File: src/rtl/vga_fb_arbiter_if.sv
// Signal bundle for the frame-buffer arbiter.
// Covers the display fetch side, the bus master side and the single-port RAM side.
// The arbiter connects through the slave modport; the environment drives through master.
interface vga_fb_arbiter_if #(
  parameter int ADDR_W = 15,
  parameter int DATA_W = 12
);
  // display fetch path
  logic              PIX_EN;
  logic              BLANK;
  logic [ADDR_W-1:0] VGA_ADDR;
  logic [DATA_W-1:0] VGA_DATA;
  logic              VGA_VALID;

  // bus master path
  logic              BUS_REQ;
  logic              BUS_WE;
  logic [ADDR_W-1:0] BUS_ADDR;
  logic [DATA_W-1:0] BUS_WDATA;
  logic [DATA_W-1:0] BUS_RDATA;
  logic              BUS_ACK;

  // frame-buffer RAM port
  logic [ADDR_W-1:0] MEM_ADDR;
  logic              MEM_WE;
  logic [DATA_W-1:0] MEM_WDATA;
  logic [DATA_W-1:0] MEM_RDATA;

  // statistics
  logic [15:0]       CONFLICTS;

  modport slave (
    input  PIX_EN, BLANK, VGA_ADDR,
    input  BUS_REQ, BUS_WE, BUS_ADDR, BUS_WDATA,
    input  MEM_RDATA,
    output VGA_DATA, VGA_VALID,
    output BUS_RDATA, BUS_ACK,
    output MEM_ADDR, MEM_WE, MEM_WDATA,
    output CONFLICTS
  );

  modport master (
    output PIX_EN, BLANK, VGA_ADDR,
    output BUS_REQ, BUS_WE, BUS_ADDR, BUS_WDATA,
    output MEM_RDATA,
    input  VGA_DATA, VGA_VALID,
    input  BUS_RDATA, BUS_ACK,
    input  MEM_ADDR, MEM_WE, MEM_WDATA,
    input  CONFLICTS
  );
endinterface

File: src/rtl/vga_fb_arbiter.sv
// Frame-buffer arbiter: one single-port synchronous RAM shared by the VGA
// display fetch (strict priority) and a req/ack bus master. A two-stage tag
// pipeline follows every RAM read so its data is delivered only to its owner.
module vga_fb_arbiter #(
  parameter int ADDR_W   = 15,
  parameter int DATA_W   = 12,
  parameter int FB_DEPTH = 19200
) (
  input  logic            CLK,
  input  logic            RESET,
  vga_fb_arbiter_if.slave fb
);

  // one extra bit so a depth equal to 2**ADDR_W still fits
  localparam logic [ADDR_W:0] DEPTH = FB_DEPTH[ADDR_W:0];

  typedef enum logic [1:0] {
    IDLE  = 2'd0,
    WACK  = 2'd1,
    RWAIT = 2'd2,
    RRET  = 2'd3
  } bus_state_t;

  // disp_v   : a display slot (fetch or blanked strobe) is travelling
  // disp_live: that slot really read the RAM at an in-range address
  // bus_v    : a bus read is travelling
  // bus_inr  : that bus read address was in range
  typedef struct packed {
    logic disp_v;
    logic disp_live;
    logic bus_v;
    logic bus_inr;
  } tag_t;

  bus_state_t        state;
  bus_state_t        state_next;
  logic              ack_next;

  tag_t              tag_in;
  tag_t              tag0;
  tag_t              tag1;

  logic              vga_inr;
  logic              bus_inr;
  logic              disp_issue;
  logic              bus_issue;
  logic              bus_defer;

  logic [DATA_W-1:0] vga_data;
  logic              vga_valid;
  logic [DATA_W-1:0] bus_rdata;
  logic              bus_ack;
  logic [ADDR_W-1:0] mem_addr;
  logic              mem_we;
  logic [DATA_W-1:0] mem_wdata;
  logic [15:0]       conflicts;

  // issue decode: display owns any unblanked strobe edge, bus takes the rest
  always_comb begin
    vga_inr    = ({1'b0, fb.VGA_ADDR} < DEPTH);
    bus_inr    = ({1'b0, fb.BUS_ADDR} < DEPTH);
    disp_issue = fb.PIX_EN & ~fb.BLANK;
    bus_issue  = (state == IDLE) & fb.BUS_REQ & ~disp_issue;
    bus_defer  = (state == IDLE) & fb.BUS_REQ & disp_issue;

    tag_in           = '0;
    tag_in.disp_v    = fb.PIX_EN;
    tag_in.disp_live = disp_issue & vga_inr;
    tag_in.bus_v     = bus_issue & ~fb.BUS_WE;
    tag_in.bus_inr   = bus_inr;
  end

  // bus FSM state register
  always_ff @(posedge CLK or negedge RESET) begin
    if (!RESET) state <= IDLE;
    else        state <= state_next;
  end

  // bus FSM next state and registered-ack request
  always_comb begin
    state_next = state;
    ack_next   = 1'b0;
    unique case (state)
      IDLE: begin
        if (bus_issue) state_next = fb.BUS_WE ? WACK : RWAIT;
      end
      WACK: begin
        ack_next   = 1'b1;
        state_next = IDLE;
      end
      RWAIT: begin
        state_next = RRET;
      end
      RRET: begin
        ack_next   = 1'b1;
        state_next = IDLE;
      end
      default: state_next = IDLE;
    endcase
  end

  // tag pipeline: stage 1 lines up with MEM_RDATA of the read issued two edges ago
  always_ff @(posedge CLK or negedge RESET) begin
    if (!RESET) begin
      tag0 <= '0;
      tag1 <= '0;
    end else begin
      tag0 <= tag_in;
      tag1 <= tag0;
    end
  end

  // display return: blanked or out-of-range slots deliver zero at the same latency
  always_ff @(posedge CLK or negedge RESET) begin
    if (!RESET) begin
      vga_valid <= 1'b0;
      vga_data  <= '0;
    end else begin
      vga_valid <= tag1.disp_v;
      if (tag1.disp_v) vga_data <= tag1.disp_live ? fb.MEM_RDATA : '0;
    end
  end

  // bus return: read data only from a bus-owned tag, ack pulse from the FSM
  always_ff @(posedge CLK or negedge RESET) begin
    if (!RESET) begin
      bus_ack   <= 1'b0;
      bus_rdata <= '0;
    end else begin
      bus_ack <= ack_next;
      if (state == RRET && tag1.bus_v) bus_rdata <= tag1.bus_inr ? fb.MEM_RDATA : '0;
    end
  end

  // RAM port registers: at most one issue per edge, write enable is a single pulse
  always_ff @(posedge CLK or negedge RESET) begin
    if (!RESET) begin
      mem_addr  <= '0;
      mem_we    <= 1'b0;
      mem_wdata <= '0;
    end else if (disp_issue) begin
      mem_addr  <= fb.VGA_ADDR;
      mem_we    <= 1'b0;
    end else if (bus_issue) begin
      mem_addr  <= fb.BUS_ADDR;
      mem_we    <= fb.BUS_WE & bus_inr;
      mem_wdata <= fb.BUS_WDATA;
    end else begin
      mem_we    <= 1'b0;
    end
  end

  // saturating count of bus issues pushed back by a display fetch
  always_ff @(posedge CLK or negedge RESET) begin
    if (!RESET)                         conflicts <= '0;
    else if (bus_defer && conflicts != '1) conflicts <= conflicts + 16'd1;
  end

  assign fb.VGA_DATA  = vga_data;
  assign fb.VGA_VALID = vga_valid;
  assign fb.BUS_RDATA = bus_rdata;
  assign fb.BUS_ACK   = bus_ack;
  assign fb.MEM_ADDR  = mem_addr;
  assign fb.MEM_WE    = mem_we;
  assign fb.MEM_WDATA = mem_wdata;
  assign fb.CONFLICTS = conflicts;

endmodule
File: src/flat_wrapper.sv
// flat-port wrapper written by rule: the top's interface ports become plain ports
module vga_fb_arbiter_flat 
#(
  parameter int ADDR_W   = 15,
  parameter int DATA_W   = 12,
  parameter int FB_DEPTH = 19200
)
  (CLK, RESET, fb_PIX_EN, fb_BLANK, fb_VGA_ADDR, fb_BUS_REQ, fb_BUS_WE, fb_BUS_ADDR, fb_BUS_WDATA, fb_MEM_RDATA, fb_VGA_DATA, fb_VGA_VALID, fb_BUS_RDATA, fb_BUS_ACK, fb_MEM_ADDR, fb_MEM_WE, fb_MEM_WDATA, fb_CONFLICTS);
  vga_fb_arbiter_if #(.ADDR_W(ADDR_W), .DATA_W(DATA_W)) fb_i ();
  input  logic CLK;
  input  logic RESET;
  input wire logic [$bits(fb_i.PIX_EN)-1:0] fb_PIX_EN;
  input wire logic [$bits(fb_i.BLANK)-1:0] fb_BLANK;
  input wire logic [$bits(fb_i.VGA_ADDR)-1:0] fb_VGA_ADDR;
  input wire logic [$bits(fb_i.BUS_REQ)-1:0] fb_BUS_REQ;
  input wire logic [$bits(fb_i.BUS_WE)-1:0] fb_BUS_WE;
  input wire logic [$bits(fb_i.BUS_ADDR)-1:0] fb_BUS_ADDR;
  input wire logic [$bits(fb_i.BUS_WDATA)-1:0] fb_BUS_WDATA;
  input wire logic [$bits(fb_i.MEM_RDATA)-1:0] fb_MEM_RDATA;
  output wire logic [$bits(fb_i.VGA_DATA)-1:0] fb_VGA_DATA;
  output wire logic [$bits(fb_i.VGA_VALID)-1:0] fb_VGA_VALID;
  output wire logic [$bits(fb_i.BUS_RDATA)-1:0] fb_BUS_RDATA;
  output wire logic [$bits(fb_i.BUS_ACK)-1:0] fb_BUS_ACK;
  output wire logic [$bits(fb_i.MEM_ADDR)-1:0] fb_MEM_ADDR;
  output wire logic [$bits(fb_i.MEM_WE)-1:0] fb_MEM_WE;
  output wire logic [$bits(fb_i.MEM_WDATA)-1:0] fb_MEM_WDATA;
  output wire logic [$bits(fb_i.CONFLICTS)-1:0] fb_CONFLICTS;
  assign fb_i.PIX_EN = fb_PIX_EN;
  assign fb_i.BLANK = fb_BLANK;
  assign fb_i.VGA_ADDR = fb_VGA_ADDR;
  assign fb_i.BUS_REQ = fb_BUS_REQ;
  assign fb_i.BUS_WE = fb_BUS_WE;
  assign fb_i.BUS_ADDR = fb_BUS_ADDR;
  assign fb_i.BUS_WDATA = fb_BUS_WDATA;
  assign fb_i.MEM_RDATA = fb_MEM_RDATA;
  assign fb_VGA_DATA = fb_i.VGA_DATA;
  assign fb_VGA_VALID = fb_i.VGA_VALID;
  assign fb_BUS_RDATA = fb_i.BUS_RDATA;
  assign fb_BUS_ACK = fb_i.BUS_ACK;
  assign fb_MEM_ADDR = fb_i.MEM_ADDR;
  assign fb_MEM_WE = fb_i.MEM_WE;
  assign fb_MEM_WDATA = fb_i.MEM_WDATA;
  assign fb_CONFLICTS = fb_i.CONFLICTS;
  vga_fb_arbiter #(.ADDR_W(ADDR_W), .DATA_W(DATA_W), .FB_DEPTH(FB_DEPTH)) u_core (.CLK(CLK), .RESET(RESET), .fb(fb_i));
endmodule
File: config.mk
export PLATFORM = sky130hd
export DESIGN_NAME = vga_fb_arbiter_flat
export DESIGN_NICKNAME = d
export VERILOG_FILES = /design/src/rtl/vga_fb_arbiter_if.sv /design/src/rtl/vga_fb_arbiter.sv /design/src/flat_wrapper.sv
export SDC_FILE = /design/constraint.sdc
export NUM_CORES = 1
export LEC_CHECK = 0
export BUFFER_PORTS_ARGS = -buffer_cell sky130_fd_sc_hd__buf_2
export CELL_PAD_IN_SITES_DETAIL_PLACEMENT = 0
export CELL_PAD_IN_SITES_GLOBAL_PLACEMENT = 2
export CORE_MARGIN = 10
export CORE_UTILIZATION = 26
export CTS_BUF_LIST = sky130_fd_sc_hd__clkbuf_16
export DETAILED_ROUTE_END_ITERATION = 16
export PLACE_DENSITY_LB_ADDON = 0.15
export SETUP_SLACK_MARGIN = 0.15
export SLEW_MARGIN = 10
export SYNTH_ARGS = -nofsm -noshare
export SYNTH_HDL_FRONTEND = slang
export SYNTH_SLANG_ARGS = --single-unit
File: constraint.sdc
create_clock -name CLK -period 2 [get_ports CLK]
set_input_delay 0.3 -clock CLK [delete_from_list [all_inputs] [get_ports CLK]]
set_output_delay 0.3 -clock CLK [all_outputs]
set_load 0.01 [all_outputs]
==> results of run 1 <==
-- Yosys cell counts, drive strengths merged --
cell,number
dfrtp,80
nand2,45
o21ai,41
nand3,16
mux2i,15
xor2,14
mux2,13
clkbuf,12
inv,12
nor2,7
nor3,6
nand4,5
nor4,5
a21oi,3
buf,3
nor2b,2
nor3b,2
or2,2
or4,2
a211o,1
a21o,1
and3,1
ha,1
nand2b,1
nand4b,1
nor4b,1
o31ai,1
or3b,1
-- final cells by class --
class,instances,share of cell area
Clock buffer,9,0.0499
Inverter,12,0.00998
Sequential cell,80,0.443
Clock inverter,6,0.00499
Timing Repair Buffer,141,0.171
Tap cell,172,0.0477
Multi-Input combinational cell,187,0.273
-- routing by layer --
layer,vias to the layer above,wire length [um],GRT usage
li1,1278,-,-
met1,1170,4530,0.141
met2,99,3720,0.150
met3,13,830,0.0492
met4,2,190,0.0568
met5,-,13,0
-- worst paths after layout --
path | from | to | slack, ns | cells after the start
setup / recovery | u_core.state[1]$_DFFE_PN0P_ | u_core.fb.CONFLICTS[15]$_DFFE_PN0P_ | 0.18 | 4
hold / removal | fb_PIX_EN | u_core.tag0[3]$_DFF_PN0_ | 0.13 | 1
setup reg to reg | u_core.state[1]$_DFFE_PN0P_ | u_core.fb.CONFLICTS[15]$_DFFE_PN0P_ | 0.18 | 4
hold reg to reg | u_core.tag0[1]$_DFF_PN0_ | u_core.tag1[1]$_DFF_PN0_ | 0.35 | 0
max in group asynchronous | RESET | u_core.fb.CONFLICTS[10]$_DFFE_PN0P_ | 0.94 | 3
min in group asynchronous | RESET | u_core.fb.VGA_DATA[4]$_DFFE_PN0P_ | 0.46 | 2
-- cell families after synthesis --
group           synth area share
flops                      0.606
simple gates               0.156
buf+inv                   0.0333
mux                       0.0898
compound gates            0.0739
xor+xnor                  0.0371
fa+ha+maj                0.00379
-- flip-flops by register name, summed over array words and instances, names as in the netlist, 2 cells and up --
| name | flops |
|---|---|
| u_core.state | 2 |
| u_core.fb.MEM_ADDR | 15 |
| u_core.fb.MEM_WDATA | 12 |
| u_core.fb.BUS_RDATA | 12 |
| u_core.fb.VGA_DATA | 12 |
| u_core.tag0 | 4 |
| u_core.tag1 | 4 |
| u_core.fb.CONFLICTS | 16 |
-- power breakdown --
group	total, mW	internal, mW	switching, mW
Sequential	2.32	2.05	0.265
Combinational	1.43	0.694	0.733
Clock	1.43	0.807	0.620
-- through the flow --
step / worst slack [ns] / hold WS [ns]
final: 0.185 / 0.131
after global placement: 0.123 / 0.282
after detailed placement: 0.0915 / 0.281
after CTS: 0.162 / 0.123
after global routing: 0.0878 / 0.134
after floorplan: 0.165 / 0.00441
-- repair_timing --
action / in CTS / in global routing
setup buffers: 0 / 2
hold buffers: 1 / 0
endpoints found under the hold margin: 32 / 0
gates resized for setup: 4 / 4
endpoints found under the setup margin: 13 / 19
pin swaps: 0 / 8
-- worst max-delay path, cell delays in order, from the launching register on --
cell	delay, ns
dfrtp_1	0.40
or3b_4	0.41
or4_4	0.59
nor4_4	0.16
xor2_1	0.17
==> summary.txt, run 1 <==
Run
  – Maxcap violations: 0

STA
  – Final worst-path cycle share: 0.908
  – Finish-stage setup viols: 0
  – Tmin final: 1.82 ns
  – RSZ-0062 raised after global routing: true
  – Fmax achieved: 551 MHz
  – Final hold vios: 0
  – Final Skew: 0.00445 ns
  – Relative slew margins: 0.531
  – Final setup TNS: 0 ns
  – Slew Limit Fails: 0
  – Slew at the pin with the worst max-slew slack: 0.704 ns

Floorplan
  – Initial Util: 0.264
  – Cell Rows: 41
  – I/O pin count: 130
  – Die X: 133 um
  – Core area: 12500 sq um
  – Die H: 133 um
  – Die Area: 17600 sq um

Synth
  – Yosys reg bits: 80
  – Yosys warns: 0
  – Yosys top cell area share: 0.606
  – Seq/Total Area, Yosys: 0.606
  – Top cells by area in the synthesized netlist: dfrtp_1 61%, o21ai_0 6.2%, nand2_1 5.1%, mux2i_1 4.5%, mux2_2 4.4%
  – Syn Area/Cell: 11.2 sq um
  – Synth Net Count: 355
  – Yosys top cell by area: dfrtp_1
  – Synth cell types: 34
  – Cells after Synth: 294
  – Post-synthesis cell area: 3300 sq um

GRT
  – Largest net degree at the start of global routing: 49
  – Global route total overflow: 0
  – First-pass GRT wire length: 15.4 mm
  – Vias in the first global route: 2852
  – Total GRT Usage: 0.109
  – Initial antenna violation count: 2

Cells and area
  – Final Util: 0.361
  – Most frequent cells in the layout: 128 x buf_2, 80 x dfrtp_1, 45 x nand2_1
  – Post-route cell area: 4510 sq um
  – Area grow syn2layout: 36.7%
  – Final net count: 492
  – Multi-input gate area: 1230 sq um
  – Most common cell after layout, fill and taps aside: buf_2
  – Finished Layout Cells: 607
  – Register area: 2000 sq um
  – Fill cells: 1341
  – Layout cells sized above 1: 0.411
  – Diodes inserted: 0

Clock tree
  – Root Driver: clkbuf_16
  – CTS tree: built
  – Clock Sinks: 80
  – # H-tree levels: 3
  – CTS Buf Count: 9
  – Worst-skew pair later-pin latency: 0.33 ns
  – Clock slew at reported path FFs: 0.06 ns
  – Clock buffer depth: 2

Drt
  – Routed vias/inst: 4.22
  – Detail Route Antenna Nets: 0
  – DR iter-0 viols: 85
  – Routed vias: 2562
  – Total Wirelength: 9.29 mm
  – DRC errors left: 0
  – Drt first pass iters: 4
  – Routed length per instance: 15.3 um

Place
  – Port Buffers: 129
  – Dpl cell area: 4210 sq um
  – Post-DP HPWL: 6.88 mm
  – Placed Cells: 589
  – Final RePlAce weighted congestion: 0.721

Worst hold path
  – HP Class: primary input to register

Setup path
  – CP arrival: 2.07 ns
  – CP Class: register to register
  – Setup crit end kind: register
  – Crit Path Max Fanout: 4
  – Startpoint Class: register
  – CP required: 2.26 ns

Power
  – PD cells: 1150 nW/um^2
  – Total chip power: 5.17 mW
  – Leak: 2.28 nW
  – VDD IR-drop max: 409 uV

Outcome
  – Status: finished clean
Power figures use the tool's default switching activity.
==> inputs of run 2 (changes only) <==
--- a/config.mk
+++ b/config.mk
@@ -6,8 +6,10 @@
 export NUM_CORES = 1
 export LEC_CHECK = 0
 export BUFFER_PORTS_ARGS = -buffer_cell sky130_fd_sc_hd__buf_2
+export CAP_MARGIN = 20
 export CELL_PAD_IN_SITES_DETAIL_PLACEMENT = 0
 export CELL_PAD_IN_SITES_GLOBAL_PLACEMENT = 2
+export CORE_ASPECT_RATIO = 1.25
 export CORE_MARGIN = 10
 export CORE_UTILIZATION = 26
 export CTS_BUF_LIST = sky130_fd_sc_hd__clkbuf_16
==> run 2 against run 1 <==
  * Final cell count increased by 0.33%
  * Largest cell class unchanged
  * Final area increased by 0.47%
  * Power increased by 0.96%
  * Setup slack got worse by 0.024 ns
  * Highest routed layer is now met4
  * First-iteration DRC count increased by 31%
  * Sequential power about the same
  * Combinational power increased by 3%
  * Clock skew increased by 0.0013 ns
  * Critical path type unchanged
  * Register-to-register slack got worse by 0.02 ns
  * Flip-flop and latch count unchanged
  * Global-route usage increased by 0.22 points
==> summary.txt, run 2 (synthesis gave the netlist of run 1 again) <==
STA
  – Fin Hold WS: 0.115 ns
  – Slew at the pin with the worst max-slew slack: 0.692 ns
  – Finish-stage setup viols: 0
  – RSZ-0062 raised after global routing: true
  – Final hold vios: 0
  – Tmin final: 1.84 ns
  – Relative slew margins: 0.539
  – Slew Limit Fails: 0
  – Final Skew: 0.00570 ns
  – Final worst-path cycle share: 0.919
  – Final setup TNS: 0 ns
  – Fmax achieved: 544 MHz

GRT
  – Largest net degree at the start of global routing: 42
  – Vias in the first global route: 2974
  – GRT met1 Usage: 0.131
  – Global route total overflow: 0
  – Total GRT Usage: 0.112
  – Grt met3 use: 0.0455
  – First-pass GRT wire length: 15.6 mm
  – Global route hottest layer: met2
  – Initial antenna violation count: 0
  – Met2 GRT Util: 0.179

Power
  – PD cells: 1150 nW/um^2
  – VDD IR-drop max: 380 uV
  – Leak: 2.30 nW

Place
  – Dpl cell area: 4220 sq um
  – Post-DP HPWL: 7.54 mm
  – Port Buffers: 129
  – Final RePlAce weighted congestion: 0.742

Floorplan
  – Die Area: 17600 sq um
  – I/O pin count: 130
  – Core area: 12500 sq um
  – Die X: 121 um
  – Cell Rows: 46
  – Initial Util: 0.263
  – Die H: 146 um

Cells and area
  – Most frequent cells in the layout: 128 x buf_2, 80 x dfrtp_1, 45 x nand2_1
  – Fill cells: 1366
  – Layout cells sized above 1: 0.417
  – Most common cell after layout, fill and taps aside: buf_2
  – Area grow syn2layout: 37.3%
  – Max FFs per register: 16
  – Final Util: 0.361
  – Post-route cell area: 4540 sq um
  – Final net count: 497
  – Diodes inserted: 0

Setup path
  – Setup crit end kind: register
  – CP required: 2.26 ns
  – CP arrival: 2.09 ns
  – Startpoint Class: register
  – CP Class: register to register
  – Crit Path Max Fanout: 5

Clock tree
  – Clock buffer depth: 2
  – Clock Sinks: 80
  – Root Driver: clkbuf_16
  – CTS Buf Count: 9
  – # H-tree levels: 3
  – Worst-skew pair later-pin latency: 0.33 ns
  – Clock slew at reported path FFs: 0.06 ns
  – CTS tree: built

Drt
  – DR iter-0 viols: 111
  – Routed vias/inst: 4.27
  – Routed vias: 2599
  – DRC errors left: 0
  – Total Wirelength: 9.59 mm
  – Routed length per instance: 15.7 um
  – Detail Route Antenna Nets: 0
  – Drt first pass iters: 3

Outcome
  – Status: finished clean

Run
  – Maxcap violations: 0

Worst hold path
  – HP Class: primary input to register
==> run 2: where the power goes <==
group | switching [mW] | internal (mW) | total, mW | leakage [nW]
Sequential | 0.264 | 2.05 | 2.32 | 0.988
Clock | 0.620 | 0.816 | 1.44 | 0.130
Combinational | 0.753 | 0.715 | 1.47 | 1.18
Total | 1.64 | 3.58 | 5.22 | 2.30
==> run 2: path summary, 6_finish.rpt <==
kind,from,end,slack [ns],depth (start not counted)
setup / recovery,u_core.fb.CONFLICTS[0]$_DFFE_PN0P_,u_core.fb.CONFLICTS[12]$_DFFE_PN0P_,0.16,5
hold / removal,fb_PIX_EN,u_core.tag0[3]$_DFF_PN0_,0.11,1
setup reg to reg,u_core.fb.CONFLICTS[0]$_DFFE_PN0P_,u_core.fb.CONFLICTS[12]$_DFFE_PN0P_,0.16,5
hold reg to reg,u_core.tag0[3]$_DFF_PN0_,u_core.tag1[3]$_DFF_PN0_,0.35,0
max in group asynchronous,RESET,u_core.fb.CONFLICTS[9]$_DFFE_PN0P_,0.92,3
min in group asynchronous,RESET,u_core.fb.MEM_WDATA[11]$_DFFE_PN0P_,0.50,2
==> run 2: per-stage QoR <==
stage	std cells	power, mW	setup WS [ns]
after detailed placement	589	3.83	0.146
after CTS	606	5.30	0.153
final	609	5.22	0.161
after floorplan	294	3.06	0.165
after global placement	589	3.81	0.170
after global routing	609	5.62	0.115
==> run 2: critical path: stages, from the launching register on <==
cell and delay, ns:
dfrtp_1 0.39, ha_2 0.21, nand4_1 0.17, or4_4 0.62, nor3b_2 0.21, xor2_1 0.16
==> run 2: final cells by class <==
class | count | area [sq um] | area share
clock buffer | 9 | 225 | 0.0497
timing repair buffer | 146 | 795 | 0.175
inverter | 12 | 45.0 | 0.00993
clock inverter | 7 | 31.3 | 0.00690
multi-input combinational | 187 | 1230 | 0.271
tap | 168 | 210 | 0.0463
sequential | 80 | 2000 | 0.441
==> run 2: timing repair <==
| action | in CTS | in global routing |
|---|---|---|
| hold buffers | 1 | 0 |
| setup endpoints to repair | 9 | 27 |
| pin swaps | 0 | 3 |
| hold endpoints to repair | 37 | 0 |
| resized for setup | 2 | 5 |
| setup buffers | 0 | 3 |
==> run 2: per-layer routing <==
layer  wire, um  vias up
li1           -     1289
met3        757       10
met5          0        -
met4        124        0
met2       4570       83
met1       4130     1217
